File: src/rtl/instr_fetch.sv
// Instruction-fetch stage: owns the program counter, drives the combinational
// instruction ROM address and loads the returned word into the IF/ID register.
//
// Ports:
//   clk, reset               clock, synchronous active-high reset
//   stall, flush             hazard-unit hold / bubble requests
//   br_taken, br_target      taken branch from ID and its target
//   jump, jump_target        J/JAL from ID and its target
//   jr, jr_target            JR/JALR from ID and the register target
//   illop                    illegal instruction decoded in ID
//   irq                      level interrupt request (ignored in supervisor mode)
//   rom_addr, rom_data       ROM address (= pc) and same-cycle instruction word
//   pc                       current fetch PC
//   id_instr, id_pc_plus4,
//   id_valid                 IF/ID pipeline register
//   irq_ack, exc_epc         interrupt-taken pulse and captured return address
//   fetch_count              count of valid instructions loaded into IF/ID
module instr_fetch #(
  parameter logic [31:0] RESET_PC = 32'h8000_0000,
  parameter logic [31:0] ILLOP_PC = 32'h8000_0004,
  parameter logic [31:0] XADR_PC  = 32'h8000_0008,
  parameter logic [31:0] NOP_WORD = 32'h0000_0000
) (
  input  logic        clk,
  input  logic        reset,
  input  logic        stall,
  input  logic        flush,
  input  logic        br_taken,
  input  logic [31:0] br_target,
  input  logic        jump,
  input  logic [31:0] jump_target,
  input  logic        jr,
  input  logic [31:0] jr_target,
  input  logic        illop,
  input  logic        irq,
  output logic [31:0] rom_addr,
  input  logic [31:0] rom_data,
  output logic [31:0] pc,
  output logic [31:0] id_instr,
  output logic [31:0] id_pc_plus4,
  output logic        id_valid,
  output logic        irq_ack,
  output logic [31:0] exc_epc,
  output logic [31:0] fetch_count
);

  logic [31:0] pc_plus4;
  logic [31:0] next_pc;
  logic        irq_take;
  logic        redirect;

  assign rom_addr = pc;

  // Supervisor bit is sticky across sequential fetch; only the low 31 bits wrap.
  assign pc_plus4 = {pc[31], pc[30:0] + 31'd4};

  // Interrupts wait for any pending control-flow change so EPC is never a
  // wrong-path address; stall deliberately does not block them.
  assign irq_take = irq & ~pc[31] & ~illop & ~br_taken & ~jr & ~jump & ~reset;
  assign redirect = illop | irq_take | br_taken | jr | jump;

  always_comb begin
    next_pc = pc_plus4;
    if (illop)         next_pc = ILLOP_PC;
    else if (irq_take) next_pc = XADR_PC;
    else if (br_taken) next_pc = br_target;
    else if (jr)       next_pc = jr_target;
    else if (jump)     next_pc = jump_target;
    else if (stall)    next_pc = pc;
  end

  always_ff @(posedge clk) begin
    if (reset) begin
      pc          <= RESET_PC;
      id_instr    <= NOP_WORD;
      id_pc_plus4 <= '0;
      id_valid    <= 1'b0;
      irq_ack     <= 1'b0;
      exc_epc     <= '0;
      fetch_count <= '0;
    end else begin
      pc      <= next_pc;
      irq_ack <= irq_take;
      if (irq_take) exc_epc <= pc;

      if (redirect || flush) begin
        id_instr    <= NOP_WORD;
        id_pc_plus4 <= pc_plus4;
        id_valid    <= 1'b0;
      end else if (!stall) begin
        id_instr    <= rom_data;
        id_pc_plus4 <= pc_plus4;
        id_valid    <= 1'b1;
        fetch_count <= fetch_count + 32'd1;
      end
    end
  end

endmodule

File: config.mk
export PLATFORM = sky130hd
export DESIGN_NAME = instr_fetch
export DESIGN_NICKNAME = d
export VERILOG_FILES = /design/src/rtl/instr_fetch.sv
export SDC_FILE = /design/constraint.sdc
export NUM_CORES = 1
export LEC_CHECK = 0
export BUFFER_PORTS_ARGS = -buffer_cell sky130_fd_sc_hd__buf_2
export CAP_MARGIN = 20
export CORE_UTILIZATION = 30
export CTS_CLUSTER_SIZE = 30
export DETAILED_ROUTE_END_ITERATION = 7
export PLACE_DENSITY = 0.5
export SYNTH_ARGS = -nofsm -noshare
export SYNTH_HDL_FRONTEND = slang
export SYNTH_SLANG_ARGS = --single-unit
export TNS_END_PERCENT = 5
File: constraint.sdc
create_clock -name clk -period 2.8 [get_ports clk]
set_clock_uncertainty 0.1 [all_clocks]
set_input_delay 0.56 -clock clk [delete_from_list [all_inputs] [get_ports clk]]
set_output_delay 0.56 -clock clk [all_outputs]
set_load 0.02 [all_outputs]
==> impl_metrics.py <==
metrics = {
    "die": {
        "core_area_mm2": 0.0260,
        "die_w_um": 164,
        "dieArea_mm2": 0.0270,
        "io_pins": 331,
        "core.rowCount": 59,
        "start_util_pct": 30.4,
        "die_height_um": 164,
    },
    "placement": {
        "dp_hpwl_mm": 22.3,
        "placed_cell_area_mm2": 0.00984,
        "routabilityCongestion": 0.860,
        "portBuffers": 330,
        "placed_cells": 1560,
    },
    "global_routing": {
        "grt_overflow": 0,
        "grt_pass1_vias": 7674,
        "antenna_found_initial": 2,
        "track_usage_pct": 22.2,
        "grt_pass1_wl_mm": 45.2,
        "grt_max_degree": 70,
    },
    "sta": {
        "fmax_ghz": 0.393,
        "fin_crit_ns": 2.55,
        "grt_setup_unrepaired": "no",
        "relSlewSlack_pct": 38.5,
        "max_slew.worst_pin.slew_ns": 0.915,
        "fin_crit_sh_pct": 91.0,
        "fin_tns_setup_ns": 0,
        "final-hold-violation-count": 0,
        "setup_violations": 0,
        "maxSlewViolCount": 0,
    },
    "worst_setup_path": {
        "arrival_ns": 2.78,
        "crit_required_ns": 3.03,
        "setup.worst_path.end_class": "flop",
        "r2r_slack_ns": 0.25,
        "crit_buf_inv": 0,
        "rr_worst_depth": 5,
        "max_stage_delay_ns": 0.55,
        "worstPathMaxFanout": 9,
        "cp-start-kind": "flop",
        "cp_cell_sequence": "and4_1 -> nand3_2 -> o31a_1 -> a311o_1 -> a221oi_1",
        "critPathTopFamily": "compound AO/OA/AOI/OAI gates",
        "worstReg2RegStart": "pc[4]",
        "r2r_end": "pc[24]",
        "slowest_stage": "dfxtp_1",
        "critical_path_class": "reg -> reg",
    },
    "clock_tree": {
        "hold_buffers": 0,
        "clk_pin_slew_ns": 0.08,
        "clk_latency_ns": 0.43,
        "numCtsBuffers": 17,
        "cts_root_buffer": "clkbuf_16",
        "cts_num_sinks": 162,
        "cts_tree": "built",
        "htree_num_levels": 4,
        "post_cts_resized": 0,
        "clockBufferDepth": 2,
        "post_cts_buffers": 0,
    },
    "logic_synthesis": {
        "synth_top_cell_area_share_pct": 41.0,
        "yosys.area.top_type": "dfxtp_1",
        "synth_nets": 1089,
        "synth_edf_count": 0,
        "async_flop_share_pct": 0,
        "synth_area_leaders": "dfxtp_1 41%, nand2_1 5.5%, mux2i_1 5.2%, nor2_1 4.9%, a21oi_1 4.1%",
        "synth_cell_types": 71,
        "ys.flop_type": "dfxtp_1",
        "netlist_area_mm2": 0.00791,
        "syn-instance-count": 950,
        "yosys_register_bits": 162,
        "syn_area_per_cell_um2": 8.33,
        "synth_warnings": 0,
        "synth_common_cells": "162 x dfxtp_1, 116 x nand2_1, 104 x nor2_1, 65 x a21oi_1, 42 x clkbuf_1",
        "ys_seq_area_share_pct": 41.0,
        "synth.most_common_cell": "dfxtp_1",
    },
    "min_path": {
        "hold_depth": 3,
        "hold_start": "rom_data[18]",
        "hp-class": "in -> reg",
        "whs_endpoint": "id_instr[18]",
    },
    "final_layout": {
        "antenna_cells": 0,
        "nNetsFinal": 1383,
        "drive_above_1_share_pct": 35.0,
        "area_growth_pct": 32.0,
        "fin_area_mm2": 0.0104,
        "fin_util_pct": 40.2,
        "instances_no_fill": 1592,
    },
    "routing": {
        "wl_per_cell_um": 19.0,
        "num_vias": 8155,
        "drtAntennaViolNets": 0,
        "drtIter0Drc": 722,
        "drcViolationCount": 0,
        "vias_per_cell": 5.12,
        "first_pass_iters": 5,
        "wl_mm": 30.2,
    },
    "power": {
        "leakagePower_nw": 4.65,
        "powerDensity_mw_per_mm2": 526,
        "p_total_mw": 5.49,
        "ir_drop_uv": 297,
        "swShare_pct": 28.8,
        "p_int_mw": 3.90,
        "pwr-share-comb_pct": 11.8,
        "switching_power_mw": 1.58,
        "power_frac_seq_pct": 43.7,
        "pwr-share-clk_pct": 44.5,
    },
    "run_status": {
        "status": "finished clean",
    },
    "job": {
        "drv_cap": 0,
    },
}
-- how the worst max path moves through the flow --
stage              from              end  cells after the start
2_1_floorplan  br_taken  fetch_count[21]                      6
3_3_place_gp      illop  fetch_count[21]                      6
3_5_place_dp      illop  fetch_count[21]                      6
4_1_cts           pc[5]           pc[24]                      5
5_1_grt           pc[4]           pc[24]                      5
6_report          pc[4]           pc[24]                      5
-- logic make-up after synthesis --
group	count (synthesis)	synth area share (%)
AO/OA/AOI/OAI	209	17.3
XOR/XNOR	49	5.43
adder cells (fa/ha/maj)	2	0.316
buffers and inverters	118	7.75
flip-flops	162	41.0
multiplexers	43	5.52
AND/OR/NAND/NOR	367	22.7
-- final cells by class --
| class | count | area (um^2) |
|---|---|---|
| clock buffer | 18 | 439 |
| sequential | 162 | 3240 |
| multi-input combinational | 670 | 4080 |
| clock inverter | 14 | 161 |
| fill | 2790 | 15500 |
| inverter | 11 | 41.3 |
| tap | 335 | 419 |
| timing repair buffer | 382 | 2060 |
-- power groups by stage --
stage / clock network [mW] / logic [mW] / registers, mW
global route: 2.60 / 0.701 / 2.40
finish: 2.44 / 0.650 / 2.40
detailed placement: 0 / 0.647 / 2.45
floorplan: 0 / 0.328 / 2.49
global placement: 0 / 0.648 / 2.45
CTS: 2.50 / 0.649 / 2.40
-- cells in the final DEF (no fill, tap or decap), drive strengths merged, types with 4 or more instances in the layout --
master | Yosys | final
buf | 65 | 382
or4 | 5 | 5
nor2b | 6 | 6
o211ai | 7 | 7
xor2 | 22 | 22
xnor2 | 27 | 27
a21oi | 65 | 65
nor3 | 24 | 24
or2 | 4 | 4
o21ai | 36 | 36
inv | 11 | 20
and3 | 8 | 8
nand2 | 117 | 117
nor2 | 104 | 104
and4 | 8 | 8
a221o | 4 | 4
a31oi | 6 | 6
or3 | 12 | 12
clkbuf | 42 | 18
nand4 | 24 | 24
a221oi | 4 | 4
a211o | 4 | 4
nor4 | 18 | 18
nand3 | 28 | 28
mux2i | 41 | 41
a22oi | 8 | 8
o22ai | 12 | 12
dfxtp | 162 | 162
a211oi | 29 | 29
-- layer usage --
layer / up-vias / routed length, um / GRT usage [%]
met5: - / 27 / 0
met4: 4 / 683 / 7.76
met3: 39 / 2140 / 4.12
met2: 344 / 13500 / 34.2
met1: 3811 / 13900 / 30.8
li1: 3957 / - / -
-- state kept, by name (all words and copies together) (netlist names), named ones only --
signal	cells
pc	30
id_valid	1
id_pc_plus4	32
fetch_count	32
exc_epc	32
irq_ack	1
id_instr	32
-- stage by stage --
stage / hold WS [ns] / setup WS, ns
floorplan: 0.370 / 0.369
global placement: 0.335 / 0.273
detailed placement: 0.341 / 0.246
CTS: 0.230 / 0.315
global route: 0.243 / 0.158
finish: 0.249 / 0.253
-- worst register-to-register path: stages, from the launching register on --
cell and delay [ns]:
dfxtp_1 0.55, and4_1 0.52, nand3_2 0.33, o31a_1 0.37, a311o_1 0.32, a221oi_1 0.27
(Power assumes the default switching activity.)
